File: src/rtl/fpu_host_if.sv
// fpu_host_if: host-bus front end for the FPU core with queued command/result
// FIFOs, status/control registers and a level result interrupt.
module fpu_host_if #(
    parameter int DATA_W    = 8,
    parameter int CMD_DEPTH = 4,
    parameter int RES_DEPTH = 4,
    parameter int OP_W      = 4
) (
    input  logic              clk,
    input  logic              arst,
    input  logic [DATA_W-1:0] databus_in,
    output logic [DATA_W-1:0] databus_out,
    input  logic [3:0]        addr,
    input  logic              cs,
    input  logic              rd,
    input  logic              wr,
    input  logic              end_ack,
    output logic              cmd_end,
    output logic              busy,
    output logic [OP_W-1:0]   core_op,
    output logic [31:0]       core_a,
    output logic [31:0]       core_b,
    output logic              core_start,
    input  logic              core_done,
    input  logic [31:0]       core_result
);
    localparam int WORDS = 32 / DATA_W;
    localparam int CPW   = $clog2(CMD_DEPTH);
    localparam int RPW   = $clog2(RES_DEPTH);
    localparam int CMD_W = OP_W + 64;

    typedef enum logic [1:0] { IDLE, ISSUE, WAIT } state_t;
    state_t state;

    logic [31:0] op_a, op_b;
    logic        wr_prev, ack_prev;
    logic        irq_en, cmd_ovf;

    logic [CMD_W-1:0] cmd_mem [CMD_DEPTH];
    logic [CPW-1:0]   cmd_wptr, cmd_rptr;
    logic [CPW:0]     cmd_count;
    logic [31:0]      res_mem [RES_DEPTH];
    logic [RPW-1:0]   res_wptr, res_rptr, res_waddr;
    logic [RPW:0]     res_count;

    logic wr_stb, sel_cmd, sel_ctrl, flush;
    logic cmd_full, cmd_push, cmd_pop, cmd_drop;
    logic res_full, res_push, res_pop, ack_rise;
    logic [CMD_W-1:0] cmd_head;
    logic [31:0]      res_head;
    logic [7:0]       status;
    logic [3:0]       res_cnt4;

    // Write is edge-detected on the combined cs/wr strobe.
    assign wr_stb   = ~cs & ~wr & ~wr_prev;
    assign sel_cmd  = wr_stb && (addr == 4'h8);
    assign sel_ctrl = wr_stb && (addr == 4'hE);
    assign flush    = sel_ctrl && databus_in[2];

    assign cmd_full = (cmd_count == (CPW+1)'(CMD_DEPTH));
    assign cmd_pop  = (state == ISSUE) && (cmd_count != '0);
    assign cmd_push = sel_cmd && (!cmd_full || cmd_pop);
    assign cmd_drop = sel_cmd && cmd_full && !cmd_pop;
    assign cmd_head = cmd_mem[cmd_rptr];

    assign ack_rise  = end_ack & ~ack_prev;
    assign res_full  = (res_count == (RPW+1)'(RES_DEPTH));
    assign res_pop   = ack_rise && (res_count != '0);
    assign res_push  = (state == WAIT) && core_done && (flush || !res_full || res_pop);
    assign res_waddr = flush ? '0 : res_wptr;
    assign res_head  = res_mem[res_rptr];

    always_ff @(posedge clk or posedge arst) begin
        if (arst) begin
            wr_prev  <= 1'b0;
            ack_prev <= 1'b0;
            op_a     <= '0;
            op_b     <= '0;
            irq_en   <= 1'b1;
            cmd_ovf  <= 1'b0;
        end else begin
            wr_prev  <= ~cs & ~wr;
            ack_prev <= end_ack;
            for (int unsigned w = 0; w < WORDS; w++) begin
                if (wr_stb && addr == 4'(w))
                    op_a[w*DATA_W +: DATA_W] <= databus_in;
                if (wr_stb && addr == 4'(4 + w))
                    op_b[w*DATA_W +: DATA_W] <= databus_in;
            end
            if (sel_ctrl) irq_en <= databus_in[0];
            if (sel_ctrl && databus_in[1]) cmd_ovf <= 1'b0;
            else if (cmd_drop)             cmd_ovf <= 1'b1;
        end
    end

    always_ff @(posedge clk) begin
        if (cmd_push) cmd_mem[cmd_wptr] <= {databus_in[OP_W-1:0], op_a, op_b};
        if (res_push) res_mem[res_waddr] <= core_result;
    end

    always_ff @(posedge clk or posedge arst) begin
        if (arst) begin
            cmd_wptr  <= '0;
            cmd_rptr  <= '0;
            cmd_count <= '0;
        end else if (flush) begin
            cmd_wptr  <= '0;
            cmd_rptr  <= '0;
            cmd_count <= '0;
        end else begin
            if (cmd_push) cmd_wptr <= cmd_wptr + 1'b1;
            if (cmd_pop)  cmd_rptr <= cmd_rptr + 1'b1;
            cmd_count <= cmd_count + (CPW+1)'(cmd_push) - (CPW+1)'(cmd_pop);
        end
    end

    // A result landing in the flush cycle survives as the sole entry.
    always_ff @(posedge clk or posedge arst) begin
        if (arst) begin
            res_wptr  <= '0;
            res_rptr  <= '0;
            res_count <= '0;
        end else if (flush) begin
            res_rptr  <= '0;
            res_wptr  <= res_push ? RPW'(1) : '0;
            res_count <= res_push ? (RPW+1)'(1) : '0;
        end else begin
            if (res_push) res_wptr <= res_wptr + 1'b1;
            if (res_pop)  res_rptr <= res_rptr + 1'b1;
            res_count <= res_count + (RPW+1)'(res_push) - (RPW+1)'(res_pop);
        end
    end

    // Operands are latched on entry to ISSUE so core_start rises two edges after the cmd write.
    always_ff @(posedge clk or posedge arst) begin
        if (arst) begin
            state      <= IDLE;
            core_op    <= '0;
            core_a     <= '0;
            core_b     <= '0;
            core_start <= 1'b0;
            busy       <= 1'b0;
            cmd_end    <= 1'b0;
        end else begin
            busy    <= (cmd_count != '0) || (state != IDLE);
            cmd_end <= irq_en && (res_count != '0);
            case (state)
                IDLE: begin
                    if (cmd_count != '0 && res_count < (RPW+1)'(RES_DEPTH)) begin
                        core_op    <= cmd_head[CMD_W-1 -: OP_W];
                        core_a     <= cmd_head[63:32];
                        core_b     <= cmd_head[31:0];
                        core_start <= 1'b1;
                        state      <= ISSUE;
                    end
                end
                ISSUE: begin
                    core_start <= 1'b0;
                    state      <= WAIT;
                end
                WAIT: begin
                    if (core_done) state <= IDLE;
                end
                default: state <= IDLE;
            endcase
        end
    end

    always_comb begin
        res_cnt4 = (32'(res_count) > 32'd15) ? 4'hF : 4'(res_count);
        status   = {res_cnt4, cmd_ovf, (res_count != '0), cmd_full, busy};
    end

    always_comb begin
        databus_out = '0;
        if (!cs && !rd) begin
            for (int unsigned w = 0; w < WORDS; w++) begin
                if (addr == 4'(w))     databus_out = op_a[w*DATA_W +: DATA_W];
                if (addr == 4'(4 + w)) databus_out = op_b[w*DATA_W +: DATA_W];
                if (addr == 4'(9 + w) && res_count != '0)
                    databus_out = res_head[w*DATA_W +: DATA_W];
            end
            if (addr == 4'hD) databus_out[7:0] = status;
        end
    end

endmodule

File: config.mk
export PLATFORM = sky130hd
export DESIGN_NAME = fpu_host_if
export DESIGN_NICKNAME = d
export VERILOG_FILES = /design/src/rtl/fpu_host_if.sv
export SDC_FILE = /design/constraint.sdc
export NUM_CORES = 1
export LEC_CHECK = 0
export ABC_AREA = 0
export BUFFER_PORTS_ARGS = -buffer_cell sky130_fd_sc_hd__buf_2
export CAP_MARGIN = 20
export CORE_MARGIN = 2
export CORE_UTILIZATION = 60
export CTS_CLUSTER_DIAMETER = 60
export DETAILED_ROUTE_END_ITERATION = 8
export GPL_ROUTABILITY_DRIVEN = 0
export PLACE_DENSITY = 0.86
export SLEW_MARGIN = 10
export SYNTH_ARGS = -nofsm -noshare
export SYNTH_HDL_FRONTEND = slang
export SYNTH_SLANG_ARGS = --single-unit
export TNS_END_PERCENT = 5
File: constraint.sdc
create_clock -name clk -period 8.9 [get_ports clk]
set_input_delay 0.445 -clock clk [delete_from_list [all_inputs] [get_ports clk]]
set_output_delay 0.445 -clock clk [all_outputs]
set_load 0.005 [all_outputs]
==> results of run 1 <==
-- worst max-delay path: cells and delay by family, from the launching register on --
family	cells	cell delay (ns)
AO/OA/AOI/OAI	3	0.84
buffers and inverters	2	0.71
flip-flops	1	0.34
multiplexers	1	0.61
AND/OR/NAND/NOR	1	0.08
-- cell type report --
cell class	instances	area, um2
sequential	555	15900
fill	2141	10900
multi-input combinational	480	5480
clock buffer	72	1490
timing repair buffer	146	778
tap	461	577
clock inverter	28	342
inverter	17	68.8
antenna	3	7.51
-- sequential cells by signal (all words and copies together), names as in the netlist --
register and cells:
cmd_mem 272, res_mem 128, core_a 32, core_b 32, op_a 32, op_b 32, core_op 4, cmd_count 3
res_count 3, cmd_rptr 2, cmd_wptr 2, res_rptr 2, res_wptr 2, state 2, ack_prev 1, busy 1
cmd_end 1, cmd_ovf 1, core_start 1, irq_en 1, wr_prev 1
-- layer usage --
| layer | global-route usage [%] | vias up | wire, um |
|---|---|---|---|
| met3 | 6.37 | 146 | 3920 |
| met1 | 33.7 | 5751 | 17700 |
| li1 | - | 4708 | - |
| met2 | 40.6 | 551 | 22600 |
| met5 | 0 | - | 27 |
| met4 | 8.22 | 4 | 1520 |
-- worst max path at each step --
| stage | cells after the start | from | end |
|---|---|---|---|
| after CTS | 7 | res_rptr[0] | databus_out[5] |
| after floorplan | 6 | addr[3] | res_mem[2][0] |
| final | 7 | res_rptr[0] | databus_out[5] |
| after global placement | 12 | addr[0] | res_count[2] |
| after detailed placement | 12 | addr[0] | res_count[2] |
| after global routing | 7 | res_rptr[0] | databus_out[5] |
-- through the flow --
step                area [um2]  util (%)  hold WS, ns  std cells  setup slack, ns
floorplan                21700         -        0.470       1106             3.99
global placement         22800      64.0        0.463       1657             5.48
detailed placement       22800      64.0        0.469       1657             5.37
CTS                      24600      69.3       0.0395       1759             5.26
global route             24600      69.3       0.0469       1759             5.09
finish                   24600      69.3       0.0690       1762             5.26
-- layout by cell type, fill, tap and decap left out, types with 8 or more instances in the layout --
cell type and n:
nor2_1 28, clkbuf_16 55, o21ai_0 15, nand2_1 36, edfxtp_1 400, mux2_2 134
nand2b_1 12, dfrtp_1 151, buf_2 129, a22oi_1 10, buf_4 15, mux4_2 104
clkinv_2 10, clkbuf_1 12, nand3_1 9, ha_1 8, inv_1 16
-- what timing repair did --
action	CTS	global route
gates resized for setup	0	0
buffers inserted	0	0
endpoints found under the setup margin	0	0
hold buffers	2	0
hold endpoints to repair	50	0
-- where the power goes --
| group | switching [mW] | internal [mW] | leakage (nW) |
|---|---|---|---|
| combinational | 0.782 | 0.909 | 2.54 |
| clock | 0.948 | 1.38 | 0.899 |
| sequential | 0.285 | 3.14 | 5.54 |
| total | 2.02 | 5.44 | 8.97 |
-- cells by family after synthesis --
family,synth area share [%]
AO/OA/AOI/OAI,2.54
XOR/XNOR,0.404
adder cells (fa/ha/maj),0.646
buffers and inverters,1.56
flip-flops,73.3
multiplexers,18.0
AND/OR/NAND/NOR,3.52
==> impl_metrics.env, run 1 <==
export IMPL_outcome="finished with violations"
export IMPL_violations="design-rule violations"
export IMPL_synthFlopType="edfxtp_1"
export IMPL_clock_latency_ns=0.59
export IMPL_grt_pass1_vias=11700
export IMPL_drive_gt1_share_pct=37.5
export IMPL_async_flop_share_pct=27.9
export IMPL_syn_num_nets=1167
export IMPL_drv_cap=0
export IMPL_reg2reg_slack_ns=5.79
export IMPL_path_cells="buf_4, mux4_2, a22oi_1, nor2_1, a311oi_1, a41oi_1, buf_2"
export IMPL_routed_wl_um=45700
export IMPL_critPathKind="register to output pin"
export IMPL_cpPeakStageDelay_ns=0.61
export IMPL_core_mm2=0.0356
export IMPL_final_max_slew_viol_count=0
export IMPL_ys_warn_count=0
export IMPL_whs_endpoint="res_mem[0][28]"
export IMPL_cp_data_arrival_time_ns=3.20
export IMPL_initial_utilization_pct=61.0
export IMPL_grt_setup_unrepaired="false"
export IMPL_slowest_stage="mux4_2"
export IMPL_gr_total_overflow=0
export IMPL_end_kind="output pin"
export IMPL_syn_to_final_growth_pct=13.6
export IMPL_ir_drop_mv=0.257
export IMPL_final_hold_viol_count=0
export IMPL_io_pins=130
export IMPL_grt_usage_pct=25.0
export IMPL_r2r_end="cmd_mem[3][47]"
export IMPL_min_path_type="primary input to register"
export IMPL_ys_seq_area_share_pct=73.3
export IMPL_synth_edff_count=400
export IMPL_detail_route_wl_per_cell_um=25.9
export IMPL_grt_pass1_wl_um=71000
export IMPL_drc=4
export IMPL_power_leakage_nw=8.97
export IMPL_yosysMostFrequentCell="edfxtp_1"
export IMPL_synth_common_cells="400 x edfxtp_1, 154 x dfrtp_1, 134 x mux2_2"
export IMPL_path_clk_slew_ns=0.06
export IMPL_drt_iter0_drc=1319
export IMPL_rows=69
export IMPL_syn_cell_area_mm2=0.0217
export IMPL_cellPowerDensity_mw_per_mm2=303
export IMPL_grt_antenna_before_repair=2
export IMPL_reg2regPathDepth=5
export IMPL_rr_startpoint="wr_prev"
export IMPL_finalPower_mw=7.45
export IMPL_synth_avg_cell_area_um2=19.6
export IMPL_vias=11200
export IMPL_cts_buffers_inserted=53
export IMPL_fin_crit_sh_pct=40.9
export IMPL_min_from="core_result[28]"
export IMPL_fmax_mhz=275
export IMPL_fin_nets=1314
export IMPL_synth_distinct_cells=62
export IMPL_synth_top_area_share_pct=55.4
export IMPL_htree_levels=2
export IMPL_setup_tns_final_ns=0
export IMPL_drtAntennaViolNets=0
export IMPL_die_y_um=194
export IMPL_dp_hpwl_um=28000
export IMPL_clock_path_buffers=3
export IMPL_setup_viol=0
export IMPL_path_max_fanout=34
export IMPL_cp_start_kind="register"
export IMPL_die_area_mm2=0.0377
export IMPL_port_buffers=129
export IMPL_syn_inst=1106
export IMPL_worst_slew_pin_slew_ns=1.06
export IMPL_post_route_min_period_ns=3.64
export IMPL_firstDrtPassIters=9
export IMPL_critPathRequiredTime_ns=8.46
export IMPL_grt_max_degree=69
export IMPL_hold_depth=1
export IMPL_ys_ff_latch=555
export IMPL_skew_ns=0.0201
export IMPL_slew_limit_headroom_pct=29.5
export IMPL_die_x_um=194
export IMPL_viasPerCell=6.33
export IMPL_clock_root_buffer="clkbuf_16"
export IMPL_cts_tree="built"
export IMPL_netlist_top_cell_by_area="edfxtp_1"
export IMPL_synth_area_leaders="edfxtp_1 55%, dfrtp_1 18%, mux4_2 11%"
export IMPL_cts_sinks=555
No activity file was read; power rests on OpenSTA's default activity.
==> run 2, diff against run 1 <==
CORE_UTILIZATION = 55   (was 60)
PLACE_DENSITY = 0.83   (was 0.86)
clock period = 3.15 ns   (was 8.9 ns; I/O delays follow)
==> impl_metrics.env, run 2 (synthesis gave the netlist of run 1 again) <==
export IMPL_outcome="complete, no violations"
export IMPL_grt_max_degree=69
export IMPL_path_clk_slew_ns=0.06
export IMPL_crit_family="compound AO/OA/AOI/OAI gates"
export IMPL_r2r_end="res_count[2]"
export IMPL_slowest_stage="dfrtp_4"
export IMPL_postCtsSetupRepairBufs=0
export IMPL_dp_hpwl_um=29200
export IMPL_cts_sinks=555
export IMPL_core_mm2=0.0387
export IMPL_crit_cells=6
export IMPL_drive_gt1_share_pct=37.3
export IMPL_setup_tns_final_ns=0
export IMPL_vias=11500
export IMPL_rows=72
export IMPL_port_buffers=129
export IMPL_fill_cells=2485
export IMPL_fin_nets=1379
export IMPL_critPathKind="register to output pin"
export IMPL_path_max_fanout=12
export IMPL_stdcell_count=1882
export IMPL_drc=0
export IMPL_power_leakage_nw=9.31
export IMPL_setup_viol=0
export IMPL_detail_route_wl_per_cell_um=25.3
export IMPL_end_kind="output pin"
export IMPL_dp_slack_ns=0.351
export IMPL_clock_latency_ns=0.62
export IMPL_firstDrtPassIters=8
export IMPL_drt_iter0_drc=1334
export IMPL_finalPower_mw=21.5
export IMPL_cts_tree="built"
export IMPL_io_pins=130
export IMPL_critPathRequiredTime_ns=2.99
export IMPL_die_x_um=203
export IMPL_slew_limit_headroom_pct=45.4
export IMPL_worst_slew_pin_slew_ns=0.817
export IMPL_die_area_mm2=0.0410
export IMPL_setup_ws_ns=0.128
export IMPL_clock_root_buffer="clkbuf_16"
export IMPL_syn_to_final_growth_pct=17.7
export IMPL_rr_startpoint="wr_prev"
export IMPL_gr_total_overflow=0
export IMPL_fin_crit_sh_pct=96.0
export IMPL_cp_data_arrival_time_ns=2.87
export IMPL_reg2regPathDepth=11
export IMPL_grt_usage_pct=23.8
export IMPL_drtAntennaViolNets=0
export IMPL_cp_start_kind="register"
export IMPL_largest_reg_flops=272
export IMPL_viasPerCell=6.11
export IMPL_grt_setup_unrepaired="false"
export IMPL_grt_pass1_vias=11900
export IMPL_final_max_slew_viol_count=0
export IMPL_clock_path_buffers=3
export IMPL_cpPeakStageDelay_ns=0.57
export IMPL_min_path_type="primary input to register"
export IMPL_routed_wl_um=47700
export IMPL_critPathBufInv=1
export IMPL_cts_buffers_inserted=54
export IMPL_ir_drop_mv=0.642
export IMPL_dp_cells=1736
export IMPL_skew_ns=0.0263
export IMPL_largest_registers="cmd_mem: 272 flops, res_mem: 128 flops"
export IMPL_die_y_um=203
export IMPL_cellPowerDensity_mw_per_mm2=841
export IMPL_fmax_mhz=331
export IMPL_drv_cap=0
export IMPL_post_route_min_period_ns=3.02
export IMPL_layout_common_cells="400 x edfxtp_1, 150 x dfrtp_1, 134 x mux2_2, 129 x buf_2, 104 x mux4_2"
export IMPL_cp_endpoint="databus_out[5]"
export IMPL_grt_antenna_before_repair=4
export IMPL_final_common_cell="edfxtp_1"
export IMPL_reg2reg_slack_ns=0.33
export IMPL_largest_register="cmd_mem"
export IMPL_cp_startpoint="res_rptr[0]"
export IMPL_path_cells="mux4_2, a22oi_1, nor2_1, a311oi_2, a41oi_1, buf_2"
export IMPL_initial_utilization_pct=56.0
export IMPL_htree_levels=2
export IMPL_grt_pass1_wl_um=72800
export IMPL_final_hold_viol_count=0
-- run 2: cell types whose count changed in the layout (fill, tap and decap cells not counted), moves of 2 or more --
| cell | change |
|---|---|
| diode_2 | -2 |
| buf_4 | +9 |
| inv_6 | -3 |
| clkinvlp_4 | +3 |
| clkinv_1 | +6 |
| buf_12 | +13 |
| clkbuf_1 | -3 |
| clkinv_2 | -5 |
| dlygate4sd3_1 | +42 |
-- run 2: worst min-delay path, cell delays in order --
cell and delay [ns]:
buf_2 0.15, nand4_2 0.16, and2_1 0.15
-- run 2: stage by stage --
step | utilization, % | area (um2) | hold WS [ns]
after floorplan | - | 21700 | 0.189
after global placement | 59.9 | 23200 | 0.325
after detailed placement | 59.9 | 23200 | 0.313
after CTS | 65.9 | 25500 | 0.0225
after global routing | 65.9 | 25500 | 0.0548
final | 65.9 | 25500 | 0.0493
-- run 2: what timing repair did --
action	CTS	global route
hold buffers	44	0
gates resized for setup	0	3
setup endpoints to repair	0	3
endpoints found under the hold margin	206	0
-- run 2: cell type report --
cell class | count | area (um2) | area share (%)
diodes | 1 | 2.50 | 0.00980
clock buffers | 70 | 1500 | 5.89
clock inverters | 31 | 383 | 1.50
inverters | 17 | 67.6 | 0.265
multi-input cells | 480 | 5490 | 21.5
flip-flops and latches | 555 | 15900 | 62.3
well taps | 518 | 648 | 2.54
repair buffers | 210 | 1530 | 5.98
-- run 2: worst min-delay path by stage --
stage,startpoint,end,cells after the start
floorplan,end_ack,ack_prev,0
global placement,end_ack,ack_prev,1
detailed placement,end_ack,ack_prev,1
CTS,databus_in[2],cmd_count[1],3
global route,databus_in[2],cmd_count[1],3
finish,databus_in[2],cmd_count[1],3
-- run 2: routing by layer --
layer	vias to the layer above	GRT usage [%]	share of wire (%)
met2	608	39.5	50
met3	125	5.89	9.0
met4	6	7.85	3.1
met5	-	0	0.088
met1	5917	31.2	38
li1	4837	-	-
-- run 2: power by group --
part	total, mW	internal (mW)	switching (mW)	leakage (nW)
registers	9.78	8.89	0.895	5.54
clock network	6.73	3.97	2.76	0.907
logic	4.96	2.77	2.19	2.87
